<file path="config.mk">
export PLATFORM = sky130hd
export DESIGN_NAME = seq_detect_param
export DESIGN_NICKNAME = d
export VERILOG_FILES = /design/src/rtl/seq_detect_param.sv
export SDC_FILE = /design/constraint.sdc
export NUM_CORES = 1
export LEC_CHECK = 0
export ABC_AREA = 1
export BUFFER_PORTS_ARGS = -buffer_cell sky130_fd_sc_hd__buf_2
export CAP_MARGIN = 20
export CORE_AREA = 2 2 39 41
export CTS_CLUSTER_SIZE = 10
export DETAILED_ROUTE_END_ITERATION = 8
export DIE_AREA = 0 0 41 43
export HOLD_SLACK_MARGIN = 0.1
export PLACE_DENSITY = 0.36
export SLEW_MARGIN = 25
export SYNTH_ARGS = -nofsm -noshare
export SYNTH_HDL_FRONTEND = slang
export SYNTH_SLANG_ARGS = --single-unit
</file>
<file path="constraint.sdc">
create_clock -name CLOCK -period 0.8 [get_ports CLOCK]
set_input_delay 0.04 -clock CLOCK [delete_from_list [all_inputs] [get_ports CLOCK]]
set_output_delay 0.04 -clock CLOCK [all_outputs]
set_load 0.01 [all_outputs]
</file>
<file path="src/rtl/seq_detect_param.sv">
// -----------------------------------------------------------------------------
// seq_detect_param
//
// Parameterised serial pattern detector. It finds PATTERN in the stream of
// accepted bits, taking one bit per cycle in which enable=1. The first bit
// received is PATTERN[PAT_LEN-1]. The detector is a KMP automaton. Its state
// is the length of the longest pattern prefix that is also a suffix of the
// accepted history. Both the transition table and the border length are
// computed at elaboration from the parameters.
//
// Parameters
//   PAT_LEN  pattern length in bits (2..16)
//   PATTERN  target sequence, MSB first
//   OVERLAP  1 = overlapping (recursive) matches, 0 = non-overlapping
//   COUNT_W  match counter width (1..32)
//
// Ports
//   CLOCK        in   rising-edge clock
//   resetn       in   asynchronous active-low reset
//   X            in   serial data bit
//   enable       in   X is accepted only when 1; state is held otherwise
//   clear_count  in   synchronous clear of match_count / count_sat
//   Z            out  registered one-cycle match pulse (Moore)
//   match_count  out  saturating number of matches since reset/clear
//   count_sat    out  sticky flag: a match arrived while match_count was full
//
// Build option
//   SEQ_DETECT_COUNT_EN  when defined, the match counter is built. When it is
//                        undefined, match_count and count_sat are tied to 0
//                        and clear_count is ignored. Ports and Z timing are
//                        the same in both builds.
// -----------------------------------------------------------------------------
module seq_detect_param #(
  parameter int                 PAT_LEN = 3,
  parameter logic [PAT_LEN-1:0] PATTERN = 3'b011,
  parameter bit                 OVERLAP = 1'b1,
  parameter int                 COUNT_W = 8
) (
  input  logic               CLOCK,
  input  logic               resetn,
  input  logic               X,
  input  logic               enable,
  input  logic               clear_count,
  output logic               Z,
  output logic [COUNT_W-1:0] match_count,
  output logic               count_sat
);

  if (PAT_LEN < 2 || PAT_LEN > 16) begin : g_bad_pat_len
    $error("seq_detect_param: PAT_LEN must be in 2..16");
  end
  if (COUNT_W < 1 || COUNT_W > 32) begin : g_bad_count_w
    $error("seq_detect_param: COUNT_W must be in 1..32");
  end

  // The state must also be able to hold PAT_LEN, because the candidate
  // state reaches PAT_LEN on a full match.
  localparam int SW    = $clog2(PAT_LEN + 1);
  localparam int TBL_W = 2 * PAT_LEN * SW;

  typedef logic [SW-1:0] state_t;

  // ---------------------------------------------------------------------------
  // Elaboration-time table construction
  // ---------------------------------------------------------------------------

  // Bit i of the pattern in arrival order (i = 0 is the first bit received).
  function automatic logic pat_bit(input int i);
    logic [31:0] t;
    t = 32'(PATTERN) >> (PAT_LEN - 1 - i);
    return t[0];
  endfunction

  // Full KMP transition. The history word is the s-bit pattern prefix
  // followed by b. The result is the longest pattern prefix that is a
  // suffix of that word, and it can be as large as PAT_LEN.
  function automatic int kmp_next(input int s, input logic b);
    int   best;
    int   j;
    logic ok;
    logic w_bit;
    best = 0;
    for (int k = 1; k <= s + 1; k++) begin
      ok = 1'b1;
      for (int i = 0; i < k; i++) begin
        j     = s + 1 - k + i;
        w_bit = (j == s) ? b : pat_bit(j);
        if (pat_bit(i) != w_bit) ok = 1'b0;
      end
      if (ok) best = k;
    end
    return best;
  endfunction

  // Longest proper border of PATTERN. This is the resume state after an
  // overlapping match.
  function automatic int longest_border();
    int   best;
    logic ok;
    best = 0;
    for (int k = 1; k < PAT_LEN; k++) begin
      ok = 1'b1;
      for (int i = 0; i < k; i++) begin
        if (pat_bit(i) != pat_bit(PAT_LEN - k + i)) ok = 1'b0;
      end
      if (ok) best = k;
    end
    return best;
  endfunction

  // The table is packed as SW-bit entries indexed by {state, bit}.
  function automatic logic [TBL_W-1:0] build_next();
    logic [TBL_W-1:0] tbl;
    tbl = '0;
    for (int s = 0; s < PAT_LEN; s++) begin
      for (int b = 0; b < 2; b++) begin
        tbl = tbl | (TBL_W'(kmp_next(s, b != 0)) << ((2 * s + b) * SW));
      end
    end
    return tbl;
  endfunction

  localparam logic [TBL_W-1:0] NEXT_TBL = build_next();
  localparam state_t           BORDER   = state_t'(longest_border());
  localparam state_t           FULL     = state_t'(PAT_LEN);

  // ---------------------------------------------------------------------------
  // Detector FSM
  // ---------------------------------------------------------------------------
  state_t state_q, state_d;
  state_t cand;
  logic   z_q, z_d;
  logic   match;

  // State register
  // NOTE: the reset sits in the sensitivity list, so resetn clears the flops at
  // once, without waiting for a clock edge.
  always_ff @(posedge CLOCK or negedge resetn) begin
    if (!resetn) begin
      state_q <= '0;
      z_q     <= 1'b0;
    end else begin
      // NOTE: use non-blocking assignments for flops so that every register
      // samples the values from before the edge, whatever the process order.
      state_q <= state_d;
      z_q     <= z_d;
    end
  end

  // Next-state logic
  always_comb begin
    // NOTE: give every output of a combinational block a default first. A path
    // that leaves one unassigned infers a latch.
    cand    = state_t'(NEXT_TBL >> (int'({state_q, X}) * SW));
    state_d = state_q;
    z_d     = 1'b0;
    match   = 1'b0;
    if (enable) begin
      if (cand == FULL) begin
        match   = 1'b1;
        z_d     = 1'b1;
        state_d = OVERLAP ? BORDER : '0;
      end else begin
        state_d = cand;
      end
    end
  end

  // Output logic: Z comes only from the register
  always_comb begin
    Z = z_q;
  end

  // ---------------------------------------------------------------------------
  // Optional saturating match counter
  // ---------------------------------------------------------------------------
`ifdef SEQ_DETECT_COUNT_EN
  localparam logic [COUNT_W-1:0] COUNT_MAX = '1;

  logic [COUNT_W-1:0] count_q, count_d;
  logic               sat_q, sat_d;

  // clear_count takes priority over a match on the same edge. Z still
  // pulses, because Z is produced by the FSM and not by the counter.
  always_comb begin
    count_d = count_q;
    sat_d   = sat_q;
    if (clear_count) begin
      count_d = '0;
      sat_d   = 1'b0;
    end else if (match) begin
      if (count_q == COUNT_MAX) sat_d = 1'b1;
      else                      count_d = count_q + 1'b1;
    end
  end

  always_ff @(posedge CLOCK or negedge resetn) begin
    if (!resetn) begin
      count_q <= '0;
      sat_q   <= 1'b0;
    end else begin
      count_q <= count_d;
      sat_q   <= sat_d;
    end
  end

  assign match_count = count_q;
  assign count_sat   = sat_q;
`else
  logic unused_count_inputs;
  assign unused_count_inputs = clear_count ^ match;

  assign match_count = '0;
  assign count_sat   = 1'b0;
`endif

endmodule

</file>
==> metrics.cfg <==
[clock_network]
cts.sinks=3
clkTransAtPathRegs_ns=0.04
cts_buffer_depth=2
clk_latency_ns=0.23
htree_levels=1
cts_tree=yes
cts_buffers=3
cts_setup_buffers=0
cts-root-buf=clkbuf_4

[sta]
finalCritPeriodShare=0.9344
max_freq_mhz=1338
finalSetupViolCount=0
rsz0062_at_grt=false
whs_ns=0.1065
clock_skew_ns=0.001478
worst_slack_ns=0.05246
hold_violations=0
tns_ns=0
period_minus_slack_ns=0.7475
drv_slew=0

[synth]
synth_area_leaders=dfrtp_1, buf_4, nand2_1
ys.flop_type=dfrtp_1
avgSynthCellArea_sq_um=7.739
synth-seq-cells=3
yosysMostFrequentCell=buf_4
yosysWarnings=0
async_flop_share=1.000
yosys.area.top_type_share=0.3593
yosys.cell_types.count=9
synth_cells=27
synth_top_area_cell=dfrtp_1
synth-edff-count=0
synth_commonest_cells=buf_4, nand2_1, dfrtp_1, inv_1
syn_area_sq_um=209.0
ys_seq_area_frac=0.3593

[place]
pre_cts_ws_ns=0.06956
gp_congestion=0.5580
dpl.hpwl_um=247.4
io_buffers=4

[critical_path]
path_class=reg -> out
cp_data_arrival_time_ns=0.71
cp_slowest_cell=dfrtp_1
cp_num_cells=1
r2r_cells=4
critical_path.endpoint_type=primary output
cpPeakStageDelay_ns=0.35
crit_family=flip-flops
cp_cell_sequence=buf_2
crit_buf_inv=1
worstPathRequired_ns=0.76
critPathMaxFanout=1
start_kind=flip-flop

[global_routing]
grt_max_degree=6
antenna_found_initial=0
grt_pass1_wl_um=448
first_global_vias=134
grt-ovfl-total=0
grt_usage=0.04829

[cells_and_area]
multi_input_area_sq_um=81.33
drive_gt1_frac=0.2222
n_fill_cell=160
synthToLayoutAreaGrowth_pct=25.75
diodes=0
ff_latch_area_sq_um=75.07
nets=42

[routing]
first_pass_iters=1
met1_length_um=107
vias=155
ant_nets=0
wl_met3_um=21
routed_via_density=2.981
wirelength_um=315
highest_layer=met3
detail_route.iter0.violations=0
drc=0
wl_per_cell_um=6.058
wl_met2_um=186

[floorplan]
dieWidth_um=41
die_h_um=43
rows=14
num_io_pins=15
die_area_sq_um=1763
core-area_sq_um=1384
initial_core_util=0.1510

[power_and_ir_drop]
p_leak_nw=0.1510
ir_drop_uv=425.2
power_per_cell_area_nw_per_um2=1905

[min_path]
min_path_cells=4
hp-class=in -> reg

[flow_run]
drv_cap=0

[run_status]
status=complete, no violations

==> layout make-up <==
class | count | share of cell area
timing repair buffer | 6 | 0.1714
multi-input combinational | 19 | 0.3095
inverter | 4 | 0.05714
sequential | 3 | 0.2857
clock buffer | 4 | 0.1000
tap | 16 | 0.07619
==> power breakdown <==
group          total [W]  switching, W  internal, W
registers       0.000174     0.0000105     0.000164
logic          0.0000654     0.0000421    0.0000234
clock network   0.000261     0.0000743     0.000187
total           0.000500      0.000127     0.000374
==> layout by cell type (no fill, tap or decap), drive strengths merged <==
| cell | netlist | layout |
|---|---|---|
| clkbuf | 0 | 4 |
| nand2 | 7 | 7 |
| conb | 1 | 9 |
| buf | 9 | 3 |
| dfrtp | 3 | 3 |
| dlygate4sd3 | 0 | 3 |
| inv | 4 | 4 |
| nand3 | 1 | 1 |
| nand4 | 1 | 1 |
| nor3 | 1 | 1 |
==> layer usage <==
metal	global-route usage	up-vias
li1	-	79
met4	0.08000	0
met2	0.05625	6
met1	0.02913	70
met5	0	-
met3	0.04712	0
==> timing repair <==
| action | in CTS | in global routing |
|---|---|---|
| resized for setup | 0 | 0 |
| hold buffers | 3 | 0 |
| setup endpoints to repair | 0 | 1 |
| hold endpoints to repair | 5 | 0 |
==> state kept, by name (all words and copies together) (netlist names) <==
register / count
Z: 1
state_q: 2
==> kinds of logic after synthesis <==
logic type    count (synthesis)  share of synthesized area
other cells                   1                    0.01795
simple gates                 10                     0.2276
buf+inv                      13                     0.3952
flops                         3                     0.3593
==> stage by stage <==
stage               area, sq um  utilization  std cells  total power (W)
CTS                       267.8       0.1935         53        0.0005167
finish                    262.8       0.1899         52        0.0005004
global placement          211.5       0.1528         46        0.0002331
floorplan                 239.0            -         35        0.0002454
global route              262.8       0.1899         52        0.0005331
detailed placement        211.5       0.1528         46        0.0002329
==> worst paths after layout <==
| path | startpoint | end | slack, ns |
|---|---|---|---|
| worst max-delay path | Z | Z | 0.05 |
| worst min-delay path | enable | state_q[1] | 0.11 |
| worst max register to register | state_q[0] | state_q[0] | 0.08 |
| worst min register to register | state_q[0] | Z | 0.50 |
| max in group asynchronous | resetn | state_q[0] | 0.56 |
| min in group asynchronous | resetn | Z | 0.14 |
No activity file was read; power rests on OpenSTA's default activity.
